<file path="src/rtl/red_pitaya_haze_mixer.sv">
// N-channel weighted-sum mixer: dat_o = sat(sum(dat_k * gain_k) >>> GAINSR), 3-stage pipeline.
// Optional programmable min/max limit stage, compiled in with `define HAZE_MIXER_LIMIT_EN.

module red_pitaya_haze_mixer #(
  parameter int NCH      = 4,
  parameter int GAINBITS = 24,
  parameter int GAINSR   = 12
) (
  input  logic              clk_i,
  input  logic              rstn_i,
  input  logic [NCH*14-1:0] dat_i,
  output logic [13:0]       dat_o,
  output logic              sat_o,
  input  logic [15:0]       addr,
  input  logic              wen,
  input  logic              ren,
  output logic              ack,
  output logic [31:0]       rdata,
  input  logic [31:0]       wdata
);

  localparam int PW = 14 + GAINBITS;
  localparam int SW = PW + $clog2(NCH);

  localparam logic [15:0] GAIN_BASE   = 16'h0100;
  localparam logic [15:0] ADDR_APPLY  = 16'h0140;
  localparam logic [15:0] ADDR_CTRL   = 16'h0144;
  localparam logic [15:0] ADDR_SATCNT = 16'h0148;
  localparam logic [15:0] ADDR_NCH    = 16'h0200;
  localparam logic [15:0] ADDR_SR     = 16'h0204;
  localparam logic [15:0] ADDR_GBITS  = 16'h020C;

  localparam logic signed [SW-1:0] Y_MAX = SW'(8191);
  localparam logic signed [SW-1:0] Y_MIN = SW'(-8192);

  logic signed [GAINBITS-1:0] shadow_gain [NCH];
  logic signed [GAINBITS-1:0] active_gain [NCH];
  logic signed [13:0]         dat_ch      [NCH];
  logic signed [PW-1:0]       prod        [NCH];
  logic signed [SW-1:0]       sum_c;
  logic signed [SW-1:0]       y_q;
  logic signed [13:0]         dat_c;
  logic                       sat_c;
  logic                       enable;
  logic [15:0]                sat_cnt;
  logic [31:0]                rd_c;
  logic                       apply_wr;
  logic                       ctrl_wr;
  logic                       clr_wr;
  logic                       unused_wdata;

  assign apply_wr     = wen && (addr == ADDR_APPLY);
  assign ctrl_wr      = wen && (addr == ADDR_CTRL);
  assign clr_wr       = ctrl_wr && wdata[1];
  assign unused_wdata = ^wdata;

  // Shadow gains take bus writes; active gains only change on APPLY, all at once.
  always_ff @(posedge clk_i) begin
    if (!rstn_i) begin
      for (int k = 0; k < NCH; k++) begin
        shadow_gain[k] <= '0;
        active_gain[k] <= '0;
      end
      enable <= 1'b0;
    end else begin
      for (int k = 0; k < NCH; k++) begin
        if (wen && (addr == GAIN_BASE + 16'(4 * k)))
          shadow_gain[k] <= wdata[GAINBITS-1:0];
      end
      if (apply_wr) begin
        for (int k = 0; k < NCH; k++)
          active_gain[k] <= shadow_gain[k];
      end
      if (ctrl_wr)
        enable <= wdata[0];
    end
  end

`ifdef HAZE_MIXER_LIMIT_EN
  localparam logic [15:0] ADDR_MIN = 16'h014C;
  localparam logic [15:0] ADDR_MAX = 16'h0150;

  logic signed [13:0] lim_min;
  logic signed [13:0] lim_max;

  always_ff @(posedge clk_i) begin
    if (!rstn_i) begin
      lim_min <= 14'sh2000;
      lim_max <= 14'sh1FFF;
    end else begin
      if (wen && (addr == ADDR_MIN))
        lim_min <= wdata[13:0];
      if (wen && (addr == ADDR_MAX))
        lim_max <= wdata[13:0];
    end
  end
`endif

  always_comb begin
    for (int k = 0; k < NCH; k++)
      dat_ch[k] = dat_i[14*k +: 14];
  end

  // S1: full-precision products, so no rounding happens before the sum.
  always_ff @(posedge clk_i) begin
    if (!rstn_i) begin
      for (int k = 0; k < NCH; k++)
        prod[k] <= '0;
    end else begin
      for (int k = 0; k < NCH; k++)
        prod[k] <= PW'(dat_ch[k]) * PW'(active_gain[k]);
    end
  end

  // S2: sum is wide enough for NCH worst-case products; shift floors toward -inf.
  always_comb begin
    sum_c = '0;
    for (int k = 0; k < NCH; k++)
      sum_c = sum_c + SW'(prod[k]);
  end

  always_ff @(posedge clk_i) begin
    if (!rstn_i)
      y_q <= '0;
    else
      y_q <= sum_c >>> GAINSR;
  end

  // S3: fixed 14-bit saturation, then optional limit stage; disable forces zero.
  always_comb begin
    sat_c = 1'b0;
    if (y_q > Y_MAX) begin
      dat_c = 14'sh1FFF;
      sat_c = 1'b1;
    end else if (y_q < Y_MIN) begin
      dat_c = 14'sh2000;
      sat_c = 1'b1;
    end else begin
      dat_c = y_q[13:0];
    end
`ifdef HAZE_MIXER_LIMIT_EN
    if (dat_c > lim_max) begin
      dat_c = lim_max;
      sat_c = 1'b1;
    end else if (dat_c < lim_min) begin
      dat_c = lim_min;
      sat_c = 1'b1;
    end
`endif
    if (!enable) begin
      dat_c = '0;
      sat_c = 1'b0;
    end
  end

  always_ff @(posedge clk_i) begin
    if (!rstn_i) begin
      dat_o <= '0;
      sat_o <= 1'b0;
    end else begin
      dat_o <= dat_c;
      sat_o <= sat_c;
    end
  end

  // Clear beats a coincident increment; the count sticks at all-ones.
  always_ff @(posedge clk_i) begin
    if (!rstn_i)
      sat_cnt <= '0;
    else if (clr_wr)
      sat_cnt <= '0;
    else if (sat_c && (sat_cnt != 16'hFFFF))
      sat_cnt <= sat_cnt + 16'd1;
  end

  always_comb begin
    rd_c = '0;
    case (addr)
      ADDR_CTRL:   rd_c = {31'd0, enable};
      ADDR_SATCNT: rd_c = {16'd0, sat_cnt};
`ifdef HAZE_MIXER_LIMIT_EN
      ADDR_MIN:    rd_c = 32'(lim_min);
      ADDR_MAX:    rd_c = 32'(lim_max);
`endif
      ADDR_NCH:    rd_c = 32'(NCH);
      ADDR_SR:     rd_c = 32'(GAINSR);
      ADDR_GBITS:  rd_c = 32'(GAINBITS);
      default:     rd_c = '0;
    endcase
    for (int k = 0; k < NCH; k++) begin
      if (addr == GAIN_BASE + 16'(4 * k))
        rd_c = 32'(shadow_gain[k]);
    end
  end

  always_ff @(posedge clk_i) begin
    if (!rstn_i) begin
      ack   <= 1'b0;
      rdata <= '0;
    end else begin
      ack   <= wen | ren;
      rdata <= ren ? rd_c : 32'd0;
    end
  end

endmodule

</file>
<file path="config.mk">
export PLATFORM = sky130hd
export DESIGN_NAME = red_pitaya_haze_mixer
export DESIGN_NICKNAME = d
export VERILOG_FILES = /design/src/rtl/red_pitaya_haze_mixer.sv
export SDC_FILE = /design/constraint.sdc
export NUM_CORES = 2
export LEC_CHECK = 0
export ABC_AREA = 1
export BUFFER_PORTS_ARGS = -buffer_cell sky130_fd_sc_hd__buf_2
export CORE_ASPECT_RATIO = 0.8
export CORE_MARGIN = 2
export CORE_UTILIZATION = 35
export CTS_BUF_LIST = sky130_fd_sc_hd__clkbuf_8
export CTS_CLUSTER_DIAMETER = 80
export DETAILED_ROUTE_END_ITERATION = 10
export PLACE_DENSITY = 0.55
export RECOVER_POWER = 100
export REMOVE_ABC_BUFFERS = 1
export SETUP_SLACK_MARGIN = 0.2
export SYNTH_ARGS = -nofsm -noshare
export SYNTH_HDL_FRONTEND = slang
export SYNTH_SLANG_ARGS = --single-unit
</file>
<file path="constraint.sdc">
create_clock -name clk_i -period 7.8 [get_ports clk_i]
set_clock_uncertainty 0.2 [all_clocks]
set_input_delay 1.17 -clock clk_i [delete_from_list [all_inputs] [get_ports clk_i]]
set_output_delay 1.17 -clock clk_i [all_outputs]
set_load 0.02 [all_outputs]
</file>
Word-level counts from Yosys, hierarchy flattened
Memory sizes are Yosys's and may differ from the RTL's.
Cells that the tools add are included.
{"block": "totals", "register_bits": 93, "ramBits": 344, "input_bits": 108, "output_inout_bits": 48, "elab_cells": 98, "mem_count": 3}
{"block": "op_classes", "n_addsub": 4, "n_mul": 4, "magnitude_cmp": 2, "n_eq_ne": 11, "mux": 39, "bitwise": 15, "reduce_logical": 12}
{"memory": "prod", "words": 4, "word_bits": 38, "read_ports": 4, "rd_ports_with_merged_regs": 0, "wr": 4, "line": "39", "rtl": "logic signed [PW-1:0] prod [NCH];"}
{"memory": "active_gain", "words": 4, "word_bits": 24, "read_ports": 4, "rd_ports_with_merged_regs": 0, "wr": 4, "line": "37", "rtl": "logic signed [GAINBITS-1:0] active_gain [NCH];"}
{"memory": "shadow_gain", "words": 4, "word_bits": 24, "read_ports": 4, "rd_ports_with_merged_regs": 0, "wr": 4, "line": "36", "rtl": "logic signed [GAINBITS-1:0] shadow_gain [NCH];"}
{"operator": "24-bit 2-to-1 mux", "count": 8}
{"operator": "14-bit by 24-bit multiplier with 38-bit output", "count": 4}
{"operator": "38-bit 2-to-1 mux", "count": 4}
{"operator": "32-bit 2-to-1 mux", "count": 4}
{"operator": "16-bit by 9-bit equality test with 1-bit output, second input constant", "count": 7}
{"operator": "16-bit case mux with 5 select lines", "count": 1}
{"operator": "16-bit by 10-bit equality test with 1-bit output, second input constant", "count": 3}
{"operator": "39-bit by 38-bit adder with 40-bit output", "count": 1}
{"operator": "40-bit by 38-bit adder with 40-bit output", "count": 1}
{"operator": "38-bit by 38-bit adder with 39-bit output", "count": 1}
{"operator": "28-bit by 14-bit greater-than comparator with 1-bit output, second input constant", "count": 1}
{"operator": "28-bit by 14-bit < comparator with 1-bit output, second input constant", "count": 1}
{"operator": "1-bit 2-to-1 mux", "count": 20}
{"operator": "16-bit by 1-bit adder with 16-bit output, second input constant", "count": 1}
{"operator": "16-bit != test, second input constant", "count": 1}
{"operator": "14-bit 2-to-1 mux", "count": 1}
{"operator": "13-bit 2-to-1 mux", "count": 1}
{"operator": "1-bit bitwise OR", "count": 13}
{"operator": "1-bit logical AND", "count": 8}
{"operator": "2-bit AND reduction", "count": 2}
{"operator": "3-bit OR reduction", "count": 1}
{"operator": "1-bit NOT", "count": 2}
{"operator": "2-bit OR reduction", "count": 1}

Logic depth before layout (Yosys ltp)
{"block": "logic_depth", "word_depth": 6, "depth_mapped": 27, "ltp_nobuf": 26}

Worst setup path after synthesis
OpenSTA, ideal clock, no wires.
{"block": "synth_path", "kind": "input to register", "from": "input port dat_i[44]", "to": "memory prod[3][37] in the netlist's numbering", "setup_ns": 0.113, "arrival_ns": 6.207, "required_ns": 7.487, "setup_slack_ns": 1.281, "cell_stages": 23, "cell_sequence": "clkbuf_1 -> nand2_1 -> fa_1 -> inv_1 -> fa_1 -> fa_1 -> inv_1 -> fa_1 -> inv_1 -> fa_1 -> inv_1 -> fa_1 -> inv_1 -> ha_1 -> inv_1 -> nor3_1 -> nand2_1 -> nor2_1 -> nand3_1 -> nand3_1 -> nand2_1 -> nand2_1 -> nor2_1"}
{"element": "start, declared", "line": "11", "rtl": "input logic [NCH*14-1:0] dat_i,"}
{"element": "end, declared", "line": "39"}

==> flow_summary_export.csv <==
group,metric,value,unit
yosys,syn_avg_cell_area,7.90,µm²
clock_tree,htreeDepth,3,
global_routing,grt_pass1_wl,342000,µm
timing,rsz0062_at_grt,"false",
timing,fmax,140,MHz
clock_tree,cts.sinks,429,
global_routing,grt_antenna_before_repair,15,
pwr,vdd_drop_max,0.271,mV
layout,drive_gt1_frac,0.0355,
clock_tree,cts_root_buffer,"clkbuf_8",
clock_tree,cts.path.max_buffers,3,
timing,finalSetupViolCount,0,
pwr,p_sw,14500,µW
pwr,p_per_area,339,nW/µm²
timing,fin_crit_sh,0.919,
floorplan,fp-row-count,145,
global_routing,track_usage,0.222,
floorplan,core_area,196000,µm²
placed_design,port_buffers,147,
setup_path,crit_fanout,74,
layout,n_fill_cell,20457,
detailed_routing,routed_via_density,4.82,
placed_design,placed_area,72300,µm²
floorplan,dieArea,201000,µm²
timing,setup_tns,0,ps
timing,hold_viol,0,
global_routing,grt_pass1_vias,56855,
status,outcome,"finished with violations",
layout,nets,10573,
setup_path,crit_type,"input port to register",
setup_path,critical_path_arrival,7450,ps
yosys,ys_seq_area_frac,0.152,
pwr,p_sw_frac,0.579,
pwr,p_comb_frac,0.769,
yosys,yosysWarnings,0,
yosys,synthTopCellsByCount,"inv_1, nand2_1, fa_1, nor2_1, ha_1",
timing,tightest_slew,4680,ps
pwr,total_leakage_power,0.0405,µW
clock_tree,cts.repair.resized,0,
layout,synthToLayoutAreaGrowth,7.10,%
global_routing,grt_max_degree,75,
clock_tree,clock_latency,750,ps
yosys,yosys-top-cells-area,"fa_1, inv_1, nand2_1",
pwr,p_int,10600,µW
timing,min_period,7170,ps
yosys,yosys.area.top_type_share,0.388,
detailed_routing,drt_iter0_markers,4883,
yosys,synth.distinct_cells,43,
yosys,post-synth-top-area-cell,"fa_1",
clock_tree,cts_tree,"yes",
detailed_routing,wirelength,219000,µm
floorplan,start_util,0.353,
global_routing,grt-ovfl-total,0,
detailed_routing,drt_pass1_iterations,6,
yosys,syn_area,69000,µm²
detailed_routing,dr_total_vias,54909,
yosys,synthArstFlopShare,0,
floorplan,die-width,500,µm
clock_tree,clk_pin_slew_worst_paths,60,ps
clock_tree,postCtsSetupBuffers,0,
detailed_routing,ant_nets,0,
hold_path,hp-class,"register to register",
status,violations,"capacitance limit, slew limit",
floorplan,die_h,401,µm
detailed_routing,wl_per_cell,19.2,µm
yosys,ys.flop_type,"dfxtp_1",
yosys,synth_edf_count,192,
floorplan,io_pins,156,
setup_path,crit_path_start_kind,"input port",
yosys,syn_inst,8729,
placed_design,gp_congestion,0.967,
clock_tree,ctsHoldBuffers,0,
flow_run,maxCapViolCount,3,
pwr,seqPwrFrac,0.131,
detailed_routing,drc,0,
layout,fin_area,73900,µm²
clock_tree,cts-buffers-inserted,80,
yosys,yosysMostFrequentCell,"inv_1",
yosys,synth_seq_cells,429,
setup_path,crit_path_end_kind,"register",
placed_design,dp_hpwl,185000,µm
timing,drv_slew,134,
timing,max_slew_margin,-2.12,
pwr,pwr-share-clk,0.100,
setup_path,worst_ep_required_time,8080,ps
## cell usage in the layout (no fill, tap or decap), types with 8 or more instances in the layout
| master | netlist | layout |
|---|---|---|
| buf_2 | 16 | 95 |
| o21a_1 | 29 | 29 |
| nand2_1 | 2130 | 2129 |
| nor2_1 | 740 | 766 |
| nor2_2 | 34 | 8 |
| dfxtp_1 | 237 | 237 |
| edfxtp_1 | 192 | 192 |
| nand3_1 | 176 | 179 |
| xor2_1 | 27 | 27 |
| nor3_1 | 43 | 43 |
| ha_1 | 386 | 386 |
| nand4_1 | 39 | 39 |
| inv_1 | 2323 | 2342 |
| or2_2 | 23 | 22 |
| buf_4 | 9 | 45 |
| diode_2 | 0 | 8 |
| a21o_1 | 22 | 22 |
| o21ai_0 | 220 | 221 |
| a21oi_1 | 367 | 367 |
| xnor2_1 | 24 | 24 |
| fa_1 | 1336 | 1336 |
| clkbuf_8 | 0 | 97 |
| clkbuf_1 | 235 | 70 |
| o21bai_1 | 46 | 46 |
## worst max-delay path: stages
cell and delay [ps]:
clkbuf_1 3120, nand2_4 1260, clkbuf_2 1010, nor2_1 660
## through the flow
step	setup WS (ps)	hold WS [ps]	instances	power, µW	util
2_1_floorplan	1570	216	8450	15800	-
3_3_place_gp	569	243	11233	22300	0.370
3_5_place_dp	539	231	11233	22300	0.370
4_1_cts	1210	247	11382	25000	0.379
5_1_grt	418	273	11384	27700	0.378
6_report	634	243	11390	25100	0.378
## flip-flops by register name (all words and copies together) (netlist names)
register / flops
dat_o: 14
rdata: 24
y_q: 28
sat_o: 1
enable: 1
shadow_gain: 96
active_gain: 96
ack: 1
prod: 152
sat_cnt: 16
## layer usage
metal  GRT usage  part of all wire  vias to the layer above
met2       0.335              0.43                     1815
met1       0.331              0.47                    27451
met5           0          0.000068                        -
li1            -                 -                    25412
met4      0.0536             0.025                        4
met3      0.0352             0.075                      227
## area by class of cell
class	count	area, µm²	share of cell area
well taps	2572	3220	0.0436
diodes	8	20.0	0.000271
multi-input cells	5694	48500	0.656
clock inverters	52	474	0.00642
repair buffers	211	1080	0.0146
inverters	2327	8730	0.118
flip-flops and latches	429	10500	0.142
clock buffers	97	1340	0.0181
## worst paths after layout
kind                                                       from                               end  slack [ps]  cells after the start
worst max-delay path                                     rstn_i  active_gain[0][16]$_SDFFCE_PN0P_         630                      4
worst min-delay path                          y_q[5]$_SDFF_PN0_               dat_o[5]$_SDFF_PN0_         240                      2
worst max register to register  active_gain[1][6]$_SDFFCE_PN0P_            prod[1][20]$_SDFF_PN0_        1140                     21
worst min register to register                y_q[5]$_SDFF_PN0_               dat_o[5]$_SDFF_PN0_         240                      2
## power groups by stage
stage,clock (µW),combinational [µW],sequential (µW)
after detailed placement,0,19000,3340
after floorplan,0,12800,3040
after global routing,2630,21800,3310
final,2500,19300,3290
after global placement,0,19000,3340
after CTS,2540,19100,3290
## kinds of logic (layout without fill, tap and decap cells)
kind of cell,after synthesis,after routing,share of synthesized area
fa+ha+maj,1722,1722,0.458
xor+xnor,51,51,0.00648
other cells,0,8,0
flops,429,429,0.152
compound gates,706,706,0.0554
simple gates,3215,3215,0.184
buf+inv,2606,2687,0.143
Note: power is estimated with default switching activity, not from simulation.
